**src/rtl/fc_score_streamer.sv**
```systemverilog
// Class-score stream transmitter: captures one frame of FC accumulators,
// rescales each with round-half-up and saturation, then emits them serially.
module fc_score_streamer #(
    parameter int N_CLASS    = 10,
    parameter int IN_W       = 20,
    parameter int OUT_W      = 12,
    parameter int SHIFT      = 4,
    parameter int GAP_CYCLES = 8
) (
    input  logic                     clk,
    input  logic                     rst,
    input  logic                     load,
    input  logic [N_CLASS*IN_W-1:0]  acc_in,
    output logic [OUT_W-1:0]         data_out,
    output logic                     valid_out,
    output logic [3:0]               class_idx,
    output logic                     busy,
    output logic                     done,
    output logic                     overrun
);

    localparam int GAP_W = (GAP_CYCLES > 1) ? $clog2(GAP_CYCLES) : 1;

    localparam logic signed [IN_W:0] RND_HALF = (IN_W+1)'((2**SHIFT) / 2);
    localparam logic signed [IN_W:0] SAT_MAX  = (IN_W+1)'(2**(OUT_W-1) - 1);
    localparam logic signed [IN_W:0] SAT_MIN  = (IN_W+1)'(-(2**(OUT_W-1)));

    typedef enum logic [1:0] {
        S_IDLE,
        S_SCALE,
        S_SEND,
        S_GAP
    } state_t;

    function automatic logic signed [IN_W:0] round_shift(input logic signed [IN_W-1:0] a);
        logic signed [IN_W:0] ext;
        ext = {a[IN_W-1], a};
        return (ext + RND_HALF) >>> SHIFT;
    endfunction

    function automatic logic signed [OUT_W-1:0] saturate(input logic signed [IN_W:0] t);
        logic signed [OUT_W-1:0] r;
        if (t > SAT_MAX) begin
            r = SAT_MAX[OUT_W-1:0];
        end else if (t < SAT_MIN) begin
            r = SAT_MIN[OUT_W-1:0];
        end else begin
            r = t[OUT_W-1:0];
        end
        return r;
    endfunction

    state_t                   r_state;
    logic [3:0]               r_idx;
    logic [GAP_W-1:0]         r_gap_cnt;
    logic signed [IN_W-1:0]   r_acc_p0 [N_CLASS];
    logic signed [OUT_W-1:0]  r_buf_p1 [N_CLASS];
    logic signed [OUT_W-1:0]  r_data_p2;
    logic                     r_vld_p2;
    logic [3:0]               r_cls_p2;
    logic                     r_busy;
    logic                     r_done;
    logic                     r_overrun;

    logic w_accept;
    logic w_last_cls;
    logic w_gap_end;

    assign w_accept   = (r_state == S_IDLE) && load;
    assign w_last_cls = (r_idx == 4'(N_CLASS - 1));
    assign w_gap_end  = (r_gap_cnt == GAP_W'(GAP_CYCLES - 1));

    // p0: frame capture; p1: scaled score buffer (datapath, no reset)
    always_ff @(posedge clk) begin
        if (w_accept) begin
            for (int k = 0; k < N_CLASS; k++) begin
                r_acc_p0[k] <= acc_in[k*IN_W +: IN_W];
            end
        end
        if (r_state == S_SCALE) begin
            for (int k = 0; k < N_CLASS; k++) begin
                r_buf_p1[k] <= saturate(round_shift(r_acc_p0[k]));
            end
        end
    end

    // p2: serializer FSM with registered outputs
    always_ff @(posedge clk) begin
        if (rst) begin
            r_state   <= S_IDLE;
            r_idx     <= '0;
            r_gap_cnt <= '0;
            r_data_p2 <= '0;
            r_vld_p2  <= 1'b0;
            r_cls_p2  <= '0;
            r_busy    <= 1'b0;
            r_done    <= 1'b0;
            r_overrun <= 1'b0;
        end else begin
            r_done    <= 1'b0;
            r_overrun <= load && (r_state != S_IDLE);
            r_vld_p2  <= 1'b0;
            r_data_p2 <= '0;
            r_cls_p2  <= '0;
            case (r_state)
                S_IDLE: begin
                    if (load) begin
                        r_state <= S_SCALE;
                        r_busy  <= 1'b1;
                    end
                end
                S_SCALE: begin
                    r_state <= S_SEND;
                    r_idx   <= '0;
                end
                S_SEND: begin
                    r_data_p2 <= r_buf_p1[r_idx];
                    r_cls_p2  <= r_idx;
                    r_vld_p2  <= 1'b1;
                    r_idx     <= r_idx + 4'd1;
                    if (w_last_cls) begin
                        r_state   <= S_GAP;
                        r_gap_cnt <= '0;
                    end
                end
                S_GAP: begin
                    r_done <= (r_gap_cnt == '0);
                    if (w_gap_end) begin
                        r_state <= S_IDLE;
                        r_busy  <= 1'b0;
                    end else begin
                        r_gap_cnt <= r_gap_cnt + GAP_W'(1);
                    end
                end
                default: begin
                    r_state <= S_IDLE;
                    r_busy  <= 1'b0;
                end
            endcase
        end
    end

    assign data_out  = r_data_p2;
    assign valid_out = r_vld_p2;
    assign class_idx = r_cls_p2;
    assign busy      = r_busy;
    assign done      = r_done;
    assign overrun   = r_overrun;

endmodule

```
**config.mk**
```make
export PLATFORM = sky130hd
export DESIGN_NAME = fc_score_streamer
export DESIGN_NICKNAME = d
export VERILOG_FILES = /design/src/rtl/fc_score_streamer.sv
export SDC_FILE = /design/constraint.sdc
export NUM_CORES = 1
export LEC_CHECK = 0
export ABC_AREA = 1
export CAP_MARGIN = 20
export CORE_ASPECT_RATIO = 2
export CORE_MARGIN = 10
export CORE_UTILIZATION = 41
export DETAILED_ROUTE_END_ITERATION = 6
export GPL_ROUTABILITY_DRIVEN = 0
export HOLD_SLACK_MARGIN = 0.15
export PLACE_DENSITY_LB_ADDON = 0.15
export SYNTH_ARGS = -nofsm -noshare
export SYNTH_HDL_FRONTEND = slang
export SYNTH_SLANG_ARGS = --single-unit
```
**constraint.sdc**
```tcl
create_clock -name clk -period 8.58 [get_ports clk]
set_input_delay 1.716 -clock clk [delete_from_list [all_inputs] [get_ports clk]]
set_output_delay 1.716 -clock clk [all_outputs]
set_load 0.05 [all_outputs]
```
==> impl_metrics.prom <==
# TYPE chip_impl_metric gauge
chip_impl_info{name="run_status",value="finished, final reports clean"} 1
chip_impl_metric{name="initial_core_util",unit=""} 0.414
chip_impl_metric{name="power.density_cell_area",unit="nW/um^2"} 268
chip_impl_metric{name="grt_start_max_net_pins",unit=""} 112
chip_impl_metric{name="syn_inst",unit=""} 1676
chip_impl_metric{name="tightest_slew",unit="ns"} 1.11
chip_impl_info{name="setup.worst_path.end_class",value="flip-flop"} 1
chip_impl_info{name="rr_startpoint",value="r_state[0]$_SDFFE_PP0P_"} 1
chip_impl_metric{name="tightest_slew_margin_relative_to_the_limit",unit=""} 0.258
chip_impl_metric{name="total_leakage_power",unit="nW"} 7.43
chip_impl_metric{name="clkLatencyLatePin",unit="ns"} 0.53
chip_impl_metric{name="cts_htree_levels",unit=""} 2
chip_impl_metric{name="antenna-diode-count",unit=""} 0
chip_impl_metric{name="overall_global_routing_usage",unit=""} 0.168
chip_impl_metric{name="grt_antenna_before_repair",unit=""} 0
chip_impl_metric{name="core-area",unit="sq um"} 38700
chip_impl_metric{name="drt_wl_cell",unit="um"} 17.0
chip_impl_metric{name="first_pass_iters",unit=""} 5
chip_impl_metric{name="irDropWorstVdd",unit="mV"} 0.174
chip_impl_metric{name="setup_tns",unit="ns"} 0
chip_impl_metric{name="die-height",unit="um"} 299
chip_impl_metric{name="hpwl",unit="um"} 31900
chip_impl_metric{name="die_area",unit="sq um"} 47800
chip_impl_metric{name="finalSetupViolations",unit=""} 0
chip_impl_metric{name="detail_route.wirelength",unit="um"} 41000
chip_impl_metric{name="mappedNetlistNets",unit=""} 1898
chip_impl_info{name="layout.cells.most_common",value="sky130_fd_sc_hd__nand2_1"} 1
chip_impl_info{name="class_of_the_worst_hold_path",value="reg -> reg"} 1
chip_impl_metric{name="post_route_cells_drive_above_1_share",unit=""} 0.0809
chip_impl_metric{name="fin_crit",unit="ns"} 3.59
chip_impl_metric{name="synth_enable_flop_cells",unit=""} 290
chip_impl_metric{name="drc",unit=""} 0
chip_impl_metric{name="globalRouteOverflowTotal",unit=""} 0
chip_impl_metric{name="drt-vias-per-instance",unit=""} 4.93
chip_impl_metric{name="synth-seq-cells",unit=""} 319
chip_impl_info{name="critPathLaunchType",value="input pin"} 1
chip_impl_metric{name="synth-warning-count",unit=""} 0
chip_impl_info{name="ctsRootBufferMaster",value="sky130_fd_sc_hd__clkbuf_16"} 1
chip_impl_info{name="final_cell_mix",value="sky130_fd_sc_hd__nand2_1, sky130_fd_sc_hd__edfxtp_1, sky130_fd_sc_hd__nor2_1, sky130_fd_sc_hd__clkdlybuf4s50_1, sky130_fd_sc_hd__inv_1"} 1
chip_impl_info{name="worst-setup-path-type",value="in -> reg"} 1
chip_impl_metric{name="cp_data_required_time",unit="ns"} 8.74
chip_impl_metric{name="avgSynthCellArea",unit="sq um"} 9.54
chip_impl_metric{name="cts_buffers",unit=""} 34
chip_impl_metric{name="route.antenna.remaining_nets",unit=""} 0
chip_impl_metric{name="timing_max_transition_violations_final",unit=""} 0
chip_impl_metric{name="detailedPlace.worstSlack",unit="ns"} 4.32
chip_impl_metric{name="max_clock_freq",unit="MHz"} 278
chip_impl_metric{name="clkSlewWorstSetupHoldPaths",unit="ns"} 0.06
chip_impl_metric{name="fillCellCount",unit=""} 3523
chip_impl_metric{name="worst-endpoint-arrival",unit="ns"} 3.75
chip_impl_metric{name="row_count",unit=""} 102
chip_impl_metric{name="fin_nets",unit=""} 2087
chip_impl_metric{name="cts_setup_buffers",unit=""} 0
chip_impl_info{name="crit_path_top_delay_cell",value="sky130_fd_sc_hd__buf_4"} 1
chip_impl_metric{name="final_worst_hold_slack",unit="ns"} 0.475
chip_impl_metric{name="num_vias",unit=""} 11886
chip_impl_info{name="holdCritStartpoint",value="busy$_SDFFE_PP0P_"} 1
chip_impl_metric{name="holdBufCountCts",unit=""} 0
chip_impl_metric{name="numClockSinks",unit=""} 319
chip_impl_metric{name="first_global_vias",unit=""} 12194
chip_impl_metric{name="setup_ws",unit="ns"} 4.99
chip_impl_metric{name="asyncSetResetFlopFracSynth",unit=""} 0
chip_impl_metric{name="final_cycle_share",unit=""} 0.419
chip_impl_info{name="worst_setup_path_startpoint",value="load"} 1
chip_impl_info{name="postSynth.topFlopCell",value="sky130_fd_sc_hd__edfxtp_1"} 1
chip_impl_metric{name="io_buffers",unit=""} 192
chip_impl_metric{name="timing.max_cap.violations",unit=""} 0
chip_impl_metric{name="fp.dieW",unit="um"} 160
chip_impl_metric{name="num_io_pins",unit=""} 223
chip_impl_metric{name="grt_pass1_wl",unit="um"} 63800
chip_impl_metric{name="synth_sequential_area_ratio",unit=""} 0.581
chip_impl_metric{name="finalHoldViolations",unit=""} 0
chip_impl_info{name="clock_tree_from_tritoncts",value="done"} 1
chip_impl_info{name="grt_setup_unrepaired",value="no"} 1
chip_impl_metric{name="crit_path_max_incr_delay",unit="ns"} 0.72
chip_impl_metric{name="worst_clock_skew",unit="ns"} 0.0109
chip_impl_metric{name="cts_resized",unit=""} 0
chip_impl_metric{name="area_growth_syn_to_layout",unit="%"} 22.1
chip_impl_info{name="crit_chain",value="clkdlybuf4s50_1, nand2_1, inv_6, buf_4"} 1
chip_impl_metric{name="synth.distinct_cells",unit=""} 42
chip_impl_metric{name="critical_path_peak_fanout",unit=""} 111
chip_impl_metric{name="dr.first_iter.drc_count",unit=""} 607
chip_impl_metric{name="clockBufferDepth",unit=""} 3
chip_impl_metric{name="syn_std_cell_area",unit="sq um"} 16000
## layout make-up
class	instances	area (sq um)	share of cell area
Clock buffer	41	941	0.0482
Multi-Input combinational cell	1204	6030	0.309
Inverter	110	418	0.0214
Timing Repair Buffer	196	1950	0.0999
Tap cell	520	651	0.0333
Sequential cell	319	9290	0.476
Clock inverter	21	246	0.0126
## cell usage after synthesis, types with 3 or more instances
| master | number | area, sq um |
|---|---|---|
| sky130_fd_sc_hd__ha_1 | 19 | 238 |
| sky130_fd_sc_hd__a31oi_1 | 4 | 25.0 |
| sky130_fd_sc_hd__edfxtp_1 | 290 | 8710 |
| sky130_fd_sc_hd__nor2_1 | 198 | 743 |
| sky130_fd_sc_hd__o21ai_0 | 56 | 280 |
| sky130_fd_sc_hd__buf_6 | 5 | 56.3 |
| sky130_fd_sc_hd__o22ai_1 | 8 | 50.1 |
| sky130_fd_sc_hd__nand3_1 | 81 | 405 |
| sky130_fd_sc_hd__o21ai_1 | 8 | 40.0 |
| sky130_fd_sc_hd__nor2_4 | 11 | 124 |
| sky130_fd_sc_hd__a211oi_1 | 4 | 30.0 |
| sky130_fd_sc_hd__o21ai_2 | 3 | 26.3 |
| sky130_fd_sc_hd__inv_2 | 5 | 18.8 |
| sky130_fd_sc_hd__inv_1 | 104 | 390 |
| sky130_fd_sc_hd__o21bai_2 | 3 | 33.8 |
| sky130_fd_sc_hd__xnor2_1 | 37 | 324 |
| sky130_fd_sc_hd__a21oi_1 | 18 | 90.1 |
| sky130_fd_sc_hd__o221ai_1 | 16 | 140 |
| sky130_fd_sc_hd__dfxtp_1 | 29 | 581 |
| sky130_fd_sc_hd__nand4_1 | 35 | 219 |
| sky130_fd_sc_hd__buf_4 | 14 | 105 |
| sky130_fd_sc_hd__nand3_2 | 3 | 30.0 |
| sky130_fd_sc_hd__nand2_2 | 28 | 175 |
| sky130_fd_sc_hd__clkbuf_1 | 21 | 78.8 |
| sky130_fd_sc_hd__xor2_1 | 66 | 578 |
| sky130_fd_sc_hd__nor3_1 | 15 | 75.1 |
| sky130_fd_sc_hd__nor2_2 | 30 | 188 |
| sky130_fd_sc_hd__nand2_1 | 546 | 2050 |
## stage by stage
step                      area [sq um]  total power, mW   util  instances
final                            19500             5.24  0.505       2411
after global routing             19500             5.54  0.505       2411
after CTS                        19500             5.30  0.505       2411
after detailed placement         18300             3.72  0.474       2349
after global placement           18300             3.71  0.474       2349
after floorplan                  16000             3.34      -       1676
## worst max-delay path, delay by kind of cell
family / cells / cell delay [ns]
buf+inv: 3 / 1.82
simple gates: 1 / 0.12
## metal layers
layer,share of wire,wire length [um],track usage
met1,0.36,14700,0.165
met2,0.54,22300,0.323
met3,0.044,1790,0.0281
met4,0.056,2320,0.0977
met5,0,0,0
## logic make-up after synthesis
kind of cell | share of synthesized area
and+or+nand+nor | 0.258
DFF | 0.581
buffers and inverters | 0.0427
AOI/OAI and AO/OA | 0.0469
xor gates and xnor gates | 0.0564
adders and majority gates | 0.0149
## flip-flops by register name, indices dropped and copies added (netlist names)
signal     count
valid_out      1
done           1
data_out      12
class_idx      4
r_acc_p0     170
r_gap_cnt      3
overrun        1
busy           1
r_buf_p1     120
r_state        2
r_idx          4
## power breakdown
| part | switching [mW] | internal, mW | total [mW] |
|---|---|---|---|
| Sequential | 0.247 | 2.22 | 2.46 |
| Combinational | 0.820 | 0.400 | 1.22 |
| Clock | 0.617 | 0.940 | 1.56 |
| Total | 1.68 | 3.56 | 5.24 |
## path summary, 6_finish.rpt
path	slack, ns	depth (start not counted)	endpoint
setup / recovery	4.99	4	r_acc_p0[1][11]$_DFFE_PP_
hold / removal	0.47	2	busy$_SDFFE_PP0P_
setup reg to reg	5.90	5	r_acc_p0[1][11]$_DFFE_PP_
hold reg to reg	0.47	2	busy$_SDFFE_PP0P_
No activity file was read; power rests on OpenSTA's default activity.
